<file path="src/rtl/csr_access_ctrl.sv">
// CSR access controller: sequences CSR read-modify-write instructions, ECALL,
// EBREAK and MRET against an external CSR file with a combinational read port.
// All outputs are registered; each is decoded from the state being entered so
// it is valid for exactly the cycle the FSM spends in that state.
`timescale 1ns/1ps
module csr_access_ctrl #(
   parameter logic [11:0] MTVEC_ADDR = 12'h305,
   parameter logic [11:0] MEPC_ADDR  = 12'h341
) (
   input  logic        clk,
   input  logic        rst,
   input  logic        req_valid,
   output logic        req_ready,
   input  logic [1:0]  req_op,
   input  logic [2:0]  funct3,
   input  logic [11:0] csr_addr,
   input  logic [4:0]  src_idx,
   input  logic [31:0] rs1_val,
   input  logic [4:0]  rd_idx,
   input  logic [31:0] pc,
   input  logic [31:0] instr,
   output logic [11:0] csr_addrr,
   input  logic [31:0] csr_rdata,
   output logic [11:0] csr_addrw,
   output logic [31:0] csr_wdata,
   output logic        csr_we,
   output logic        trap_taken,
   output logic [31:0] trap_vector,
   output logic [31:0] trap_pc,
   output logic [31:0] trap_cause,
   output logic [31:0] trap_tval,
   output logic        done,
   output logic        rd_we,
   output logic [4:0]  rd_addr,
   output logic [31:0] rd_wdata,
   output logic        redirect_valid,
   output logic [31:0] redirect_pc
);

   typedef enum logic [2:0] {
      S_IDLE    = 3'd0,
      S_READ    = 3'd1,
      S_WRITE   = 3'd2,
      S_TRAP_RD = 3'd3,
      S_TRAP    = 3'd4,
      S_MRET_RD = 3'd5,
      S_MRET    = 3'd6
   } state_t;

   localparam logic [1:0] OP_CSR    = 2'b00;
   localparam logic [1:0] OP_ECALL  = 2'b01;
   localparam logic [1:0] OP_EBREAK = 2'b10;
   localparam logic [1:0] OP_MRET   = 2'b11;

   // CSRRW/CSRRWI always write; set/clear forms only write with a non-zero source.
   function automatic logic wr_enable(input logic [2:0] f3, input logic [4:0] src);
      logic en;
      if (f3[1:0] == 2'b01) begin
         en = 1'b1;
      end else begin
         en = (src != 5'd0);
      end
      return en;
   endfunction

   // Immediate forms use the 5-bit zimm zero-extended, register forms use rs1.
   function automatic logic [31:0] operand(input logic [2:0] f3, input logic [4:0] src,
                                           input logic [31:0] rs1);
      logic [31:0] opnd;
      if (f3[2]) begin
         opnd = {27'd0, src};
      end else begin
         opnd = rs1;
      end
      return opnd;
   endfunction

   // New CSR value for RW / RS / RC given the old value and the operand.
   function automatic logic [31:0] merge(input logic [2:0] f3, input logic [31:0] old,
                                         input logic [31:0] opnd);
      logic [31:0] res;
      case (f3[1:0])
         2'b01:   res = opnd;
         2'b10:   res = old | opnd;
         2'b11:   res = old & ~opnd;
         default: res = opnd;
      endcase
      return res;
   endfunction

   state_t      state_q, state_d;

   logic [1:0]  op_q, op_d;
   logic [2:0]  funct3_q, funct3_d;
   logic [11:0] addr_q, addr_d;
   logic [4:0]  src_q, src_d;
   logic [31:0] rs1_q, rs1_d;
   logic [4:0]  rd_q, rd_d;
   logic [31:0] pc_q, pc_d;
   logic [31:0] instr_q, instr_d;

   logic        req_ready_q, req_ready_d;
   logic [11:0] csr_addrr_q, csr_addrr_d;
   logic [11:0] csr_addrw_q, csr_addrw_d;
   logic [31:0] csr_wdata_q, csr_wdata_d;
   logic        csr_we_q, csr_we_d;
   logic        trap_taken_q, trap_taken_d;
   logic [31:0] trap_vector_q, trap_vector_d;
   logic [31:0] trap_pc_q, trap_pc_d;
   logic [31:0] trap_cause_q, trap_cause_d;
   logic [31:0] trap_tval_q, trap_tval_d;
   logic        done_q, done_d;
   logic        rd_we_q, rd_we_d;
   logic [4:0]  rd_addr_q, rd_addr_d;
   logic [31:0] rd_wdata_q, rd_wdata_d;
   logic        redirect_valid_q, redirect_valid_d;
   logic [31:0] redirect_pc_q, redirect_pc_d;

   logic        wen_s;
   logic [31:0] target_s;

   assign wen_s    = wr_enable(funct3_q, src_q);
   assign target_s = {csr_rdata[31:2], 2'b00};

   // Next state, request capture and the outputs of the state being entered.
   always_comb begin
      state_d          = state_q;
      op_d             = op_q;
      funct3_d         = funct3_q;
      addr_d           = addr_q;
      src_d            = src_q;
      rs1_d            = rs1_q;
      rd_d             = rd_q;
      pc_d             = pc_q;
      instr_d          = instr_q;
      req_ready_d      = 1'b0;
      csr_addrr_d      = 12'd0;
      csr_addrw_d      = 12'd0;
      csr_wdata_d      = 32'd0;
      csr_we_d         = 1'b0;
      trap_taken_d     = 1'b0;
      trap_vector_d    = 32'd0;
      trap_pc_d        = 32'd0;
      trap_cause_d     = 32'd0;
      trap_tval_d      = 32'd0;
      done_d           = 1'b0;
      rd_we_d          = 1'b0;
      rd_addr_d        = 5'd0;
      rd_wdata_d       = 32'd0;
      redirect_valid_d = 1'b0;
      redirect_pc_d    = 32'd0;

      case (state_q)
         S_IDLE: begin
            if (req_valid && req_ready_q) begin
               op_d     = req_op;
               funct3_d = funct3;
               addr_d   = csr_addr;
               src_d    = src_idx;
               rs1_d    = rs1_val;
               rd_d     = rd_idx;
               pc_d     = pc;
               instr_d  = instr;
               case (req_op)
                  OP_CSR: begin
                     if (funct3[1:0] == 2'b00) begin
                        // funct3 000 / 100 are not CSR instructions: illegal
                        state_d     = S_TRAP_RD;
                        csr_addrr_d = MTVEC_ADDR;
                     end else begin
                        state_d     = S_READ;
                        csr_addrr_d = csr_addr;
                     end
                  end
                  OP_ECALL, OP_EBREAK: begin
                     state_d     = S_TRAP_RD;
                     csr_addrr_d = MTVEC_ADDR;
                  end
                  OP_MRET: begin
                     state_d     = S_MRET_RD;
                     csr_addrr_d = MEPC_ADDR;
                  end
                  default: begin
                     state_d     = S_IDLE;
                     req_ready_d = 1'b1;
                  end
               endcase
            end else begin
               req_ready_d = 1'b1;
            end
         end
         S_READ: begin
            if (wen_s && (addr_q[11:10] == 2'b11)) begin
               // write to a read-only CSR: raise illegal instruction
               state_d     = S_TRAP_RD;
               csr_addrr_d = MTVEC_ADDR;
            end else begin
               state_d     = S_WRITE;
               csr_addrw_d = addr_q;
               csr_wdata_d = merge(funct3_q, csr_rdata, operand(funct3_q, src_q, rs1_q));
               csr_we_d    = wen_s;
               done_d      = 1'b1;
               rd_we_d     = (rd_q != 5'd0);
               rd_addr_d   = rd_q;
               rd_wdata_d  = csr_rdata;
            end
         end
         S_TRAP_RD: begin
            state_d          = S_TRAP;
            trap_taken_d     = 1'b1;
            trap_pc_d        = pc_q;
            trap_vector_d    = target_s;
            redirect_valid_d = 1'b1;
            redirect_pc_d    = target_s;
            done_d           = 1'b1;
            case (op_q)
               OP_ECALL: begin
                  trap_cause_d = 32'd11;
                  trap_tval_d  = 32'd0;
               end
               OP_EBREAK: begin
                  trap_cause_d = 32'd3;
                  trap_tval_d  = pc_q;
               end
               default: begin
                  trap_cause_d = 32'd2;
                  trap_tval_d  = instr_q;
               end
            endcase
         end
         S_MRET_RD: begin
            state_d          = S_MRET;
            redirect_valid_d = 1'b1;
            redirect_pc_d    = target_s;
            done_d           = 1'b1;
         end
         S_WRITE, S_TRAP, S_MRET: begin
            state_d     = S_IDLE;
            req_ready_d = 1'b1;
         end
         default: begin
            state_d     = S_IDLE;
            req_ready_d = 1'b1;
         end
      endcase
   end

   // State, latched request and registered outputs; reset returns to idle at once.
   always_ff @(posedge clk or posedge rst) begin
      if (rst) begin
         state_q          <= S_IDLE;
         op_q             <= 2'd0;
         funct3_q         <= 3'd0;
         addr_q           <= 12'd0;
         src_q            <= 5'd0;
         rs1_q            <= 32'd0;
         rd_q             <= 5'd0;
         pc_q             <= 32'd0;
         instr_q          <= 32'd0;
         req_ready_q      <= 1'b1;
         csr_addrr_q      <= 12'd0;
         csr_addrw_q      <= 12'd0;
         csr_wdata_q      <= 32'd0;
         csr_we_q         <= 1'b0;
         trap_taken_q     <= 1'b0;
         trap_vector_q    <= 32'd0;
         trap_pc_q        <= 32'd0;
         trap_cause_q     <= 32'd0;
         trap_tval_q      <= 32'd0;
         done_q           <= 1'b0;
         rd_we_q          <= 1'b0;
         rd_addr_q        <= 5'd0;
         rd_wdata_q       <= 32'd0;
         redirect_valid_q <= 1'b0;
         redirect_pc_q    <= 32'd0;
      end else begin
         state_q          <= state_d;
         op_q             <= op_d;
         funct3_q         <= funct3_d;
         addr_q           <= addr_d;
         src_q            <= src_d;
         rs1_q            <= rs1_d;
         rd_q             <= rd_d;
         pc_q             <= pc_d;
         instr_q          <= instr_d;
         req_ready_q      <= req_ready_d;
         csr_addrr_q      <= csr_addrr_d;
         csr_addrw_q      <= csr_addrw_d;
         csr_wdata_q      <= csr_wdata_d;
         csr_we_q         <= csr_we_d;
         trap_taken_q     <= trap_taken_d;
         trap_vector_q    <= trap_vector_d;
         trap_pc_q        <= trap_pc_d;
         trap_cause_q     <= trap_cause_d;
         trap_tval_q      <= trap_tval_d;
         done_q           <= done_d;
         rd_we_q          <= rd_we_d;
         rd_addr_q        <= rd_addr_d;
         rd_wdata_q       <= rd_wdata_d;
         redirect_valid_q <= redirect_valid_d;
         redirect_pc_q    <= redirect_pc_d;
      end
   end

   assign req_ready      = req_ready_q;
   assign csr_addrr      = csr_addrr_q;
   assign csr_addrw      = csr_addrw_q;
   assign csr_wdata      = csr_wdata_q;
   assign csr_we         = csr_we_q;
   assign trap_taken     = trap_taken_q;
   assign trap_vector    = trap_vector_q;
   assign trap_pc        = trap_pc_q;
   assign trap_cause     = trap_cause_q;
   assign trap_tval      = trap_tval_q;
   assign done           = done_q;
   assign rd_we          = rd_we_q;
   assign rd_addr        = rd_addr_q;
   assign rd_wdata       = rd_wdata_q;
   assign redirect_valid = redirect_valid_q;
   assign redirect_pc    = redirect_pc_q;

endmodule

</file>
<file path="config.mk">
export PLATFORM = sky130hd
export DESIGN_NAME = csr_access_ctrl
export DESIGN_NICKNAME = d
export VERILOG_FILES = /design/src/rtl/csr_access_ctrl.sv
export SDC_FILE = /design/constraint.sdc
export NUM_CORES = 1
export LEC_CHECK = 0
export BUFFER_PORTS_ARGS = -buffer_cell sky130_fd_sc_hd__clkbuf_2
export CORE_ASPECT_RATIO = 1.5
export CORE_MARGIN = 10
export CORE_UTILIZATION = 51
export CTS_CLUSTER_DIAMETER = 120
export DETAILED_ROUTE_END_ITERATION = 7
export PLACE_DENSITY = 0.88
export SLEW_MARGIN = 20
export SYNTH_ARGS = -nofsm -noshare
export SYNTH_HDL_FRONTEND = slang
export SYNTH_SLANG_ARGS = --single-unit
</file>
<file path="constraint.sdc">
create_clock -name clk -period 12.2 [get_ports clk]
set_clock_uncertainty 0.05 [all_clocks]
set_input_delay 0.61 -clock clk [delete_from_list [all_inputs] [get_ports clk]]
set_output_delay 0.61 -clock clk [all_outputs]
set_load 0.005 [all_outputs]
</file>
==> impl_metrics.json, run 1 <==
{
  "synth_compound_area_share_pct": 5.16,
  "crit_fanout": 92,
  "setup_violations": 0,
  "drtPass1Iterations": 4,
  "syn_area_um2": 13500,
  "crit_type": "reg2reg",
  "synthAdderAreaFrac_pct": 0.371,
  "synth.mux.area_fraction_pct": 10.6,
  "synth-xor-area-share_pct": 0.0649,
  "rsz0062_at_grt": "no",
  "multi_input_area_um2": 4210,
  "cap_violations": 0,
  "final_common_cell": "clkbuf_2",
  "power_w": 0.00381,
  "p_per_area_nw_per_um2": 231,
  "synth-edff-count": 0,
  "fmax_mhz": 330,
  "cts_setup_buffers": 0,
  "postCtsHoldBufs": 0,
  "path_clk_slew_ps": 70,
  "p_leak_nw": 8.47,
  "synth_top_cell_by_area": "dfrtp_1",
  "worstPathArrival_ps": 3410,
  "post_dp_cell_area_um2": 15500,
  "port_buffers": 383,
  "synth_area_leaders": "dfrtp_1, mux2_2, nor3b_2, and2_1, buf_4",
  "cts_root_buffer": "clkbuf_16",
  "max_slew_margin_pct": 23.7,
  "via_per_inst": 5.29,
  "hold_viol": 0,
  "ant_nets": 0,
  "drt-initial-drc-count": 391,
  "gp_congestion": 0.790,
  "post_cts_resized": 0,
  "final_cell_mix": "clkbuf_2, dfrtp_1, mux2_2, and2_1, nor3b_2",
  "fin_area_um2": 16500,
  "yosysWarnings": 0,
  "die_area_um2": 33500,
  "fin_crit_sh_pct": 24.9,
  "worstPathRequired_ps": 12580,
  "htreeDepth": 1,
  "drv_slew": 0,
  "stdcell_count": 1630,
  "synthFlopType": "dfrtp_1",
  "synth.avg_cell_area_um2": 14.8,
  "tightestPinTransition_ps": 1140,
  "wire_per_inst_um": 22.4,
  "synthCells": 912,
  "grt_pass1_vias": 9503,
  "grt_max_degree": 130,
  "ff2ff_path_depth": 4,
  "vias": 8617,
  "numCtsBuffers": 31,
  "overflow": 0,
  "reg2reg_to": "rs1_q[19]$_DFFE_PP0P_",
  "area_growth_pct": 22.4,
  "start_util_pct": 52.0,
  "cts_tree": "built",
  "core_area_um2": 25900,
  "synth_seq_cells": 351,
  "fin_util_pct": 63.6,
  "seq_area_um2": 8790,
  "cts_buffer_depth": 3,
  "grt_pass1_wl_um": 56000,
  "grtUsageTotal_pct": 21.0,
  "fin_tns_setup_ps": 0,
  "placed_cells": 1574,
  "ys_async_sr_fraction_pct": 100,
  "pin_count": 417,
  "synthSimpleGateAreaFrac_pct": 13.9,
  "outcome": "finished, final reports clean",
  "rows": 72,
  "synth_top_area_share_pct": 64.9,
  "ys_seq_area_share_pct": 65.1,
  "reg2reg_slack_ps": 9170,
  "antenna_found_initial": 3,
  "synth_top_family_by_area": "simple AND/OR/NAND/NOR gates",
  "drc": 0,
  "drive_gt1_share_pct": 50.0,
  "fillers": 1893,
  "die_y_um": 219,
  "fin_nets": 1436,
  "timing.rr.start": "state_q[1]$_DFFE_PP0P_",
  "dp_hpwl_um": 26100,
  "wl_um": 36500,
  "clock-sinks": 351,
  "vdd.ir_drop.worst_v": 0.000183,
  "die_x_um": 153,
  "endpoint_kind": "flop",
  "min_period_ps": 3030,
  "hold_class": "in2async",
  "synth_cell_type_count": 45,
  "clk_latency_ps": 560,
  "startpoint_type": "flop"
}
worst max-delay path by stage:
stage                                start                     to  cells past startpoint
finish              state_q[1]$_DFFE_PP0P_  rs1_q[19]$_DFFE_PP0P_                      4
global route        state_q[1]$_DFFE_PP0P_  rs1_q[21]$_DFFE_PP0P_                      4
CTS                 state_q[0]$_DFFE_PP0P_  rs1_q[19]$_DFFE_PP0P_                      3
detailed placement  state_q[0]$_DFFE_PP0P_   rs1_q[6]$_DFFE_PP0P_                      3
global placement    state_q[0]$_DFFE_PP0P_   rs1_q[7]$_DFFE_PP0P_                      3
floorplan                              rst  addr_q[0]$_DFFE_PP0P_                      1
synth_stat cells (2+ instances only):
cell        n
nor2_1      8
o211a_1     2
buf_4      42
or2_2       5
buf_2       9
dfrtp_1   350
nor3b_1     2
nand3_1     5
mux2_2    105
nor2b_1     2
a32oi_1    28
and3b_1     2
and2_1     67
mux2i_1     7
buf_6       9
inv_1       8
o21ai_0     4
nand2b_1   28
a21oi_1     2
a211oi_2    5
nor3_1      3
clkbuf_1   37
ha_1        4
and3_1     37
nor3b_2    46
nand2_1     3
mux2_1     16
a22o_1     32
nor3_2     28
per-layer routing:
layer  GRT usage (%)  share of wire (%)  up-vias
li1                -                  -     3820
met1            22.9                 35     4334
met2            37.3                 52      376
met3            6.83                8.9       85
met4            8.35                3.6        2
met5               0              0.033        -
power by group:
group | switching (W) | internal [W]
Clock | 0.000420 | 0.000559
Sequential | 0.000231 | 0.00149
Combinational | 0.000592 | 0.000514
Total | 0.00124 | 0.00256
registers in the layout (all words and copies together), names as in the netlist, 12 cells and up:
name         flops
csr_wdata       32
instr_q         32
pc_q            32
rd_wdata        32
rs1_q           32
trap_pc         32
trap_tval       32
redirect_pc     30
trap_vector     30
addr_q          12
csr_addrr       12
csr_addrw       12
worst max-delay path: stages, from the launching register on:
cell and delay [ps]:
dfrtp_1 470, nor2_1 360, and4b_4 730, buf_6 700, mux2_2 420
logic make-up (layout without fill, tap and decap cells):
kind of cell | after synthesis | count (layout)
DFF | 351 | 351
buffers and inverters | 107 | 458
AOI/OAI and AO/OA | 80 | 80
adders and majority gates | 4 | 4
xor gates and xnor gates | 1 | 1
and+or+nand+nor | 240 | 240
other | 1 | 35
muxes | 128 | 128
stage by stage:
step | setup slack, ps | hold WS [ps]
after floorplan | 1810 | 409
after global placement | 8790 | 417
after detailed placement | 8710 | 420
after CTS | 8670 | 187
after global routing | 9080 | 208
final | 9170 | 198
cell type report:
class	count	area share [%]
well taps	333	2.52
clock inverters	13	0.765
inverters	8	0.227
flip-flops and latches	351	53.2
clock buffers	41	5.47
multi-input cells	486	25.5
repair buffers	396	12.2
diodes	2	0.0303
(Power assumes the default switching activity.)
==> run 2: changes to the inputs <==
- CORE_UTILIZATION: 51 -> 46
- PLACE_DENSITY: 0.88 -> 0.84
- clock period: 12.2 -> 2.5 ns (I/O delays scaled with it)
==> run 2 against run 1 <==
Routed wire length grew 16%; die area grew 9.6%; combinational power grew to 5.5 times the previous value; maximum frequency grew 35%; worst setup slack lost 8900 ps; clock power grew to 5.3 times the previous value; register-to-register slack lost 8900 ps; final cell count grew 14%; via count grew 11%; largest cell class unchanged; largest power group unchanged.
==> impl_metrics.json, run 2 (synthesized netlist as in run 1, its figures left out) <==
{
  "outcome": "finished, final reports clean",
  "clk_latency_ps": 570,
  "htreeDepth": 1,
  "vdd.ir_drop.worst_v": 0.000803,
  "drtPass1Iterations": 4,
  "cts_root_buffer": "clkbuf_16",
  "crit_type": "reg2reg",
  "overflow": 0,
  "final_common_cell": "clkbuf_2",
  "max_slew_margin_pct": 51.6,
  "antenna_found_initial": 4,
  "area_growth_pct": 37.0,
  "final_cell_mix": "clkbuf_2, dfrtp_1, dlygate4sd3_1, mux2_2, and2_1",
  "die_y_um": 230,
  "cts_tree": "built",
  "cap_violations": 0,
  "timing.rr.start": "src_q[2]$_DFFE_PP0P_",
  "cts_buffer_depth": 3,
  "ff2ff_path_depth": 4,
  "critical_path.top_delay_family": "simple AND/OR/NAND/NOR gates",
  "endpoint_kind": "flop",
  "crit_fanout": 60,
  "hold_viol": 0,
  "hold_class": "in2async",
  "via_per_inst": 5.14,
  "fin_tns_setup_ps": 0,
  "drt-initial-drc-count": 527,
  "rsz0062_at_grt": "no",
  "pin_count": 417,
  "worstPathArrival_ps": 2660,
  "setup_violations": 0,
  "fin_util_pct": 64.1,
  "hold_ws_ps": 176,
  "vias": 9587,
  "drv_slew": 0,
  "worstPathRequired_ps": 2910,
  "fin_area_um2": 18500,
  "wire_per_inst_um": 22.6,
  "gp_congestion": 0.830,
  "tightestPinTransition_ps": 725,
  "path_clk_slew_ps": 70,
  "reg2reg_slack_ps": 250,
  "post_cts_resized": 0,
  "p_per_area_nw_per_um2": 1060,
  "grt_pass1_vias": 10900,
  "slowest_stage": "or4_4",
  "post_dp_cell_area_um2": 15800,
  "cp_num_buf_inv": 1,
  "fmax_mhz": 444,
  "drc": 0,
  "port_buffers": 383,
  "rows": 76,
  "grt_max_degree": 79,
  "start_util_pct": 46.8,
  "grtUsageTotal_pct": 22.4,
  "fin_nets": 1609,
  "dp_hpwl_um": 27700,
  "clock-sinks": 351,
  "ant_nets": 0,
  "die_area_um2": 36700,
  "fin_crit_sh_pct": 90.1,
  "wl_um": 42200,
  "drive_gt1_share_pct": 45.1,
  "grt_pass1_wl_um": 65000,
  "critical-path-max-stage-delay_ps": 570,
  "reg2reg_to": "rd_wdata[2]$_DFF_PP0_",
  "postCtsHoldBufs": 157,
  "min_period_ps": 2250,
  "numCtsBuffers": 31,
  "critical_path.cell_chain": "or4_4 > o31a_2 > buf_12 > nor3b_2",
  "core_area_um2": 28800,
  "cp_num_cells": 4,
  "die_x_um": 160,
  "p_leak_nw": 9.28,
  "startpoint_type": "flop",
  "cts_setup_buffers": 0
}
## run 2: area by class of cell
class,count,area [µm²]
sequential,351,8780
fill,2024,10300
inverter,8,33.8
tap,390,488
multi-input combinational,486,4210
clock buffer,47,966
antenna,4,10.0
clock inverter,9,154
timing repair buffer,569,3830
## run 2: worst max-delay path by stage
stage                               startpoint                      to  slack, ps
after detailed placement  src_q[2]$_DFFE_PP0P_  rd_wdata[21]$_DFF_PP0_        320
after CTS                 src_q[2]$_DFFE_PP0P_  rd_wdata[21]$_DFF_PP0_        300
final                     src_q[2]$_DFFE_PP0P_   rd_wdata[2]$_DFF_PP0_        250
after floorplan                            rst   addr_q[0]$_DFFE_PP0P_      -2370
after global routing      src_q[2]$_DFFE_PP0P_   rd_wdata[8]$_DFF_PP0_        250
after global placement    src_q[2]$_DFFE_PP0P_  rd_wdata[18]$_DFF_PP0_        390
## run 2: per-layer routing
metal  global-route usage, %  vias up  part of all wire (%)
met4                    12.1        0                   5.1
met5                       0        -                     0
li1                        -     4166                     -
met1                    23.0     4863                    34
met3                    6.46      128                   7.8
met2                    40.3      430                    53
## run 2: through the flow
step | instances | setup WS [ps] | total power (W)
4_1_cts | 1860 | 300 | 0.0196
3_3_place_gp | 1647 | 389 | 0.0139
3_5_place_dp | 1647 | 321 | 0.0142
6_report | 1864 | 247 | 0.0196
2_1_floorplan | 944 | -2370 | 0.0122
5_1_grt | 1864 | 250 | 0.0206
## run 2: report_power, final
group	total [W]	internal [W]	switching, W	leakage (nW)
logic	0.00614	0.00287	0.00327	4.14
registers	0.00830	0.00728	0.00102	4.60
clock network	0.00518	0.00307	0.00212	0.548
## run 2: worst min-delay path, cell delays in order
cell	delay (ps)
dlygate4sd3_1	530
clkbuf_2	120
clkinvlp_4	490
==> run 3: changes to the inputs <==
- ABC_AREA: not set -> 1
- CORE_UTILIZATION: 46 -> 51
- PLACE_DENSITY: 0.84 -> 0.88
- clock period: 2.5 -> 2.25 ns (I/O delays scaled with it)
==> run 3 against run 2 <==
Clock power increased by 20%; power is 14% higher; critical path depth increased by 2; maximum frequency increased by 17%; synthesized area fell by 0.76%; highest routed layer unchanged; synthesized cell count up 44%; sequential share of layout area grew 0.058 points; register-to-register slack gained 90 ps; core utilization up 7.3 points; count of clock-buffer cells in the layout fell by 1; cell area shrank 0.12%; die area fell by 9.4%.
==> impl_metrics.json, run 3 <==
{
  "via_per_inst": 5.22,
  "power_w": 0.0224,
  "htreeDepth": 2,
  "ys_async_sr_fraction_pct": 100,
  "hold_viol": 0,
  "crit_type": "reg2reg",
  "ff2ff_path_depth": 6,
  "yosysWarnings": 0,
  "dp_hpwl_um": 28500,
  "setup_violations": 0,
  "crit_fanout": 115,
  "core_area_um2": 25900,
  "yosys.cell_count.top_type": "nand2_1",
  "die_x_um": 152,
  "rsz0062_at_grt": "no",
  "gp_congestion": 0.856,
  "ys_seq_area_share_pct": 65.6,
  "cts_buffer_depth": 3,
  "area_growth_pct": 37.9,
  "synth_common_cells": "nand2_1, dfrtp_1, nor2_1, o21ai_0, inv_1",
  "cts_root_buffer": "clkbuf_16",
  "numCtsBuffers": 34,
  "fin_util_pct": 71.4,
  "fillers": 1633,
  "multi_input_area_um2": 3700,
  "synth_top_area_share_pct": 65.4,
  "hold_class": "in2async",
  "synthFlopType": "dfrtp_1",
  "drt-initial-drc-count": 1069,
  "synth.avg_cell_area_um2": 10.2,
  "ant_nets": 0,
  "drv_slew": 0,
  "fin_nets": 2020,
  "seq_area_um2": 8780,
  "post_cts_resized": 0,
  "path_clk_slew_ps": 70,
  "pin_count": 417,
  "worstPathRequired_ps": 2550,
  "fin_crit_sh_pct": 85.2,
  "outcome": "finished, final reports clean",
  "fin_tns_setup_ps": 0,
  "post-place-ws_ps": 451,
  "wire_per_inst_um": 21.1,
  "cts_tree": "built",
  "die_area_um2": 33300,
  "reg2reg_slack_ps": 330,
  "vdd.ir_drop.worst_v": 0.000772,
  "synth_area_leaders": "dfrtp_1, nand2_1, o21ai_0, nor2_4, nor2_1",
  "clk_latency_ps": 520,
  "die_y_um": 218,
  "p_leak_nw": 9.93,
  "clock-sinks": 351,
  "critPathLaunch": "state_q[0]$_DFFE_PP0P_",
  "synthCells": 1315,
  "final_common_cell": "clkbuf_2",
  "antenna_found_initial": 6,
  "synth_cell_type_count": 27,
  "port_buffers": 383,
  "final_cell_mix": "clkbuf_2, nand2_1, dfrtp_1, dlygate4sd3_1, nor2_1",
  "syn_area_um2": 13400,
  "overflow": 0,
  "p_per_area_nw_per_um2": 1220,
  "fmax_mhz": 521,
  "vias": 11600,
  "drc": 0,
  "start_util_pct": 51.8,
  "synth_seq_cells": 351,
  "worstPathArrival_ps": 2220,
  "layout_setup_ws_ps": 332,
  "grt_pass1_vias": 12700,
  "timing.rr.start": "state_q[0]$_DFFE_PP0P_",
  "reg2reg_to": "addr_q[3]$_DFFE_PP0P_",
  "min_period_ps": 1920,
  "startpoint_type": "flop",
  "wl_um": 46800,
  "cap_violations": 0,
  "endpoint_kind": "flop",
  "max_slew_margin_pct": 57.7,
  "grt_pass1_wl_um": 72600,
  "synth_top_cell_by_area": "dfrtp_1",
  "rows": 72,
  "grt_max_degree": 116,
  "synth-edff-count": 0,
  "tightestPinTransition_ps": 634,
  "drtPass1Iterations": 5,
  "grtUsageTotal_pct": 27.5,
  "drive_gt1_share_pct": 29.3
}
[run 3: cell families after synthesis]
group,share of synthesized area (%)
DFF,65.6
other,0.0280
and+or+nand+nor,20.4
buffers and inverters,7.77
adders and majority gates,0.374
AOI/OAI and AO/OA,5.85
[run 3: final cells by class]
| class | count | share of cell area, % |
|---|---|---|
| inverters | 106 | 2.18 |
| flip-flops and latches | 351 | 47.6 |
| clock buffers | 46 | 5.19 |
| repair buffers | 576 | 21.3 |
| multi-input cells | 789 | 20.1 |
| well taps | 333 | 2.26 |
| clock inverters | 15 | 1.31 |
| diodes | 7 | 0.0949 |
[run 3: per-stage QoR]
step | instances | hold WS (ps) | cell area (µm²)
after global placement | 1998 | 148 | 15700
after global routing | 2222 | 198 | 18500
after detailed placement | 1998 | 148 | 15700
final | 2223 | 178 | 18500
after floorplan | 1347 | 169 | 13500
after CTS | 2216 | 156 | 18400
[run 3: per-layer routing]
layer / vias to the layer above / track usage, % / part of all wire (%) / wire length (µm)
met1: 5612 / 28.2 / 33 / 15300
li1: 5061 / - / - / -
met3: 195 / 7.11 / 8.4 / 3960
met4: 0 / 17.7 / 6.6 / 3080
met2: 739 / 49.0 / 52 / 24500
met5: - / 0 / 0 / 0
[run 3: worst max path at each step]
stage	end	slack (ps)	cells after the start
floorplan	addr_q[0]$_DFFE_PP0P_	-2610	1
global placement	trap_tval[22]$_DFF_PP0_	540	6
detailed placement	rs1_q[15]$_DFFE_PP0P_	450	7
CTS	rs1_q[8]$_DFFE_PP0P_	410	7
global route	pc_q[30]$_DFFE_PP0P_	190	6
finish	addr_q[3]$_DFFE_PP0P_	330	6
[run 3: critical path: stages, from the launching register on]
cell and delay [ps]:
dfrtp_1 430, nor2_1 120, nand2_1 150, nor2_4 210
buf_12 360, nand2_1 140, o21ai_0 220
[run 3: power by group]
group          total, W  internal (W)  switching [W]  leakage (nW)
Clock           0.00620       0.00370        0.00250         0.582
Sequential      0.00902       0.00804       0.000972          4.68
Combinational   0.00723       0.00233        0.00489          4.67
[run 3: timing repair]
item,CTS,global route
hold buffers,157,0
endpoints found under the hold margin,271,0
setup buffers,0,0
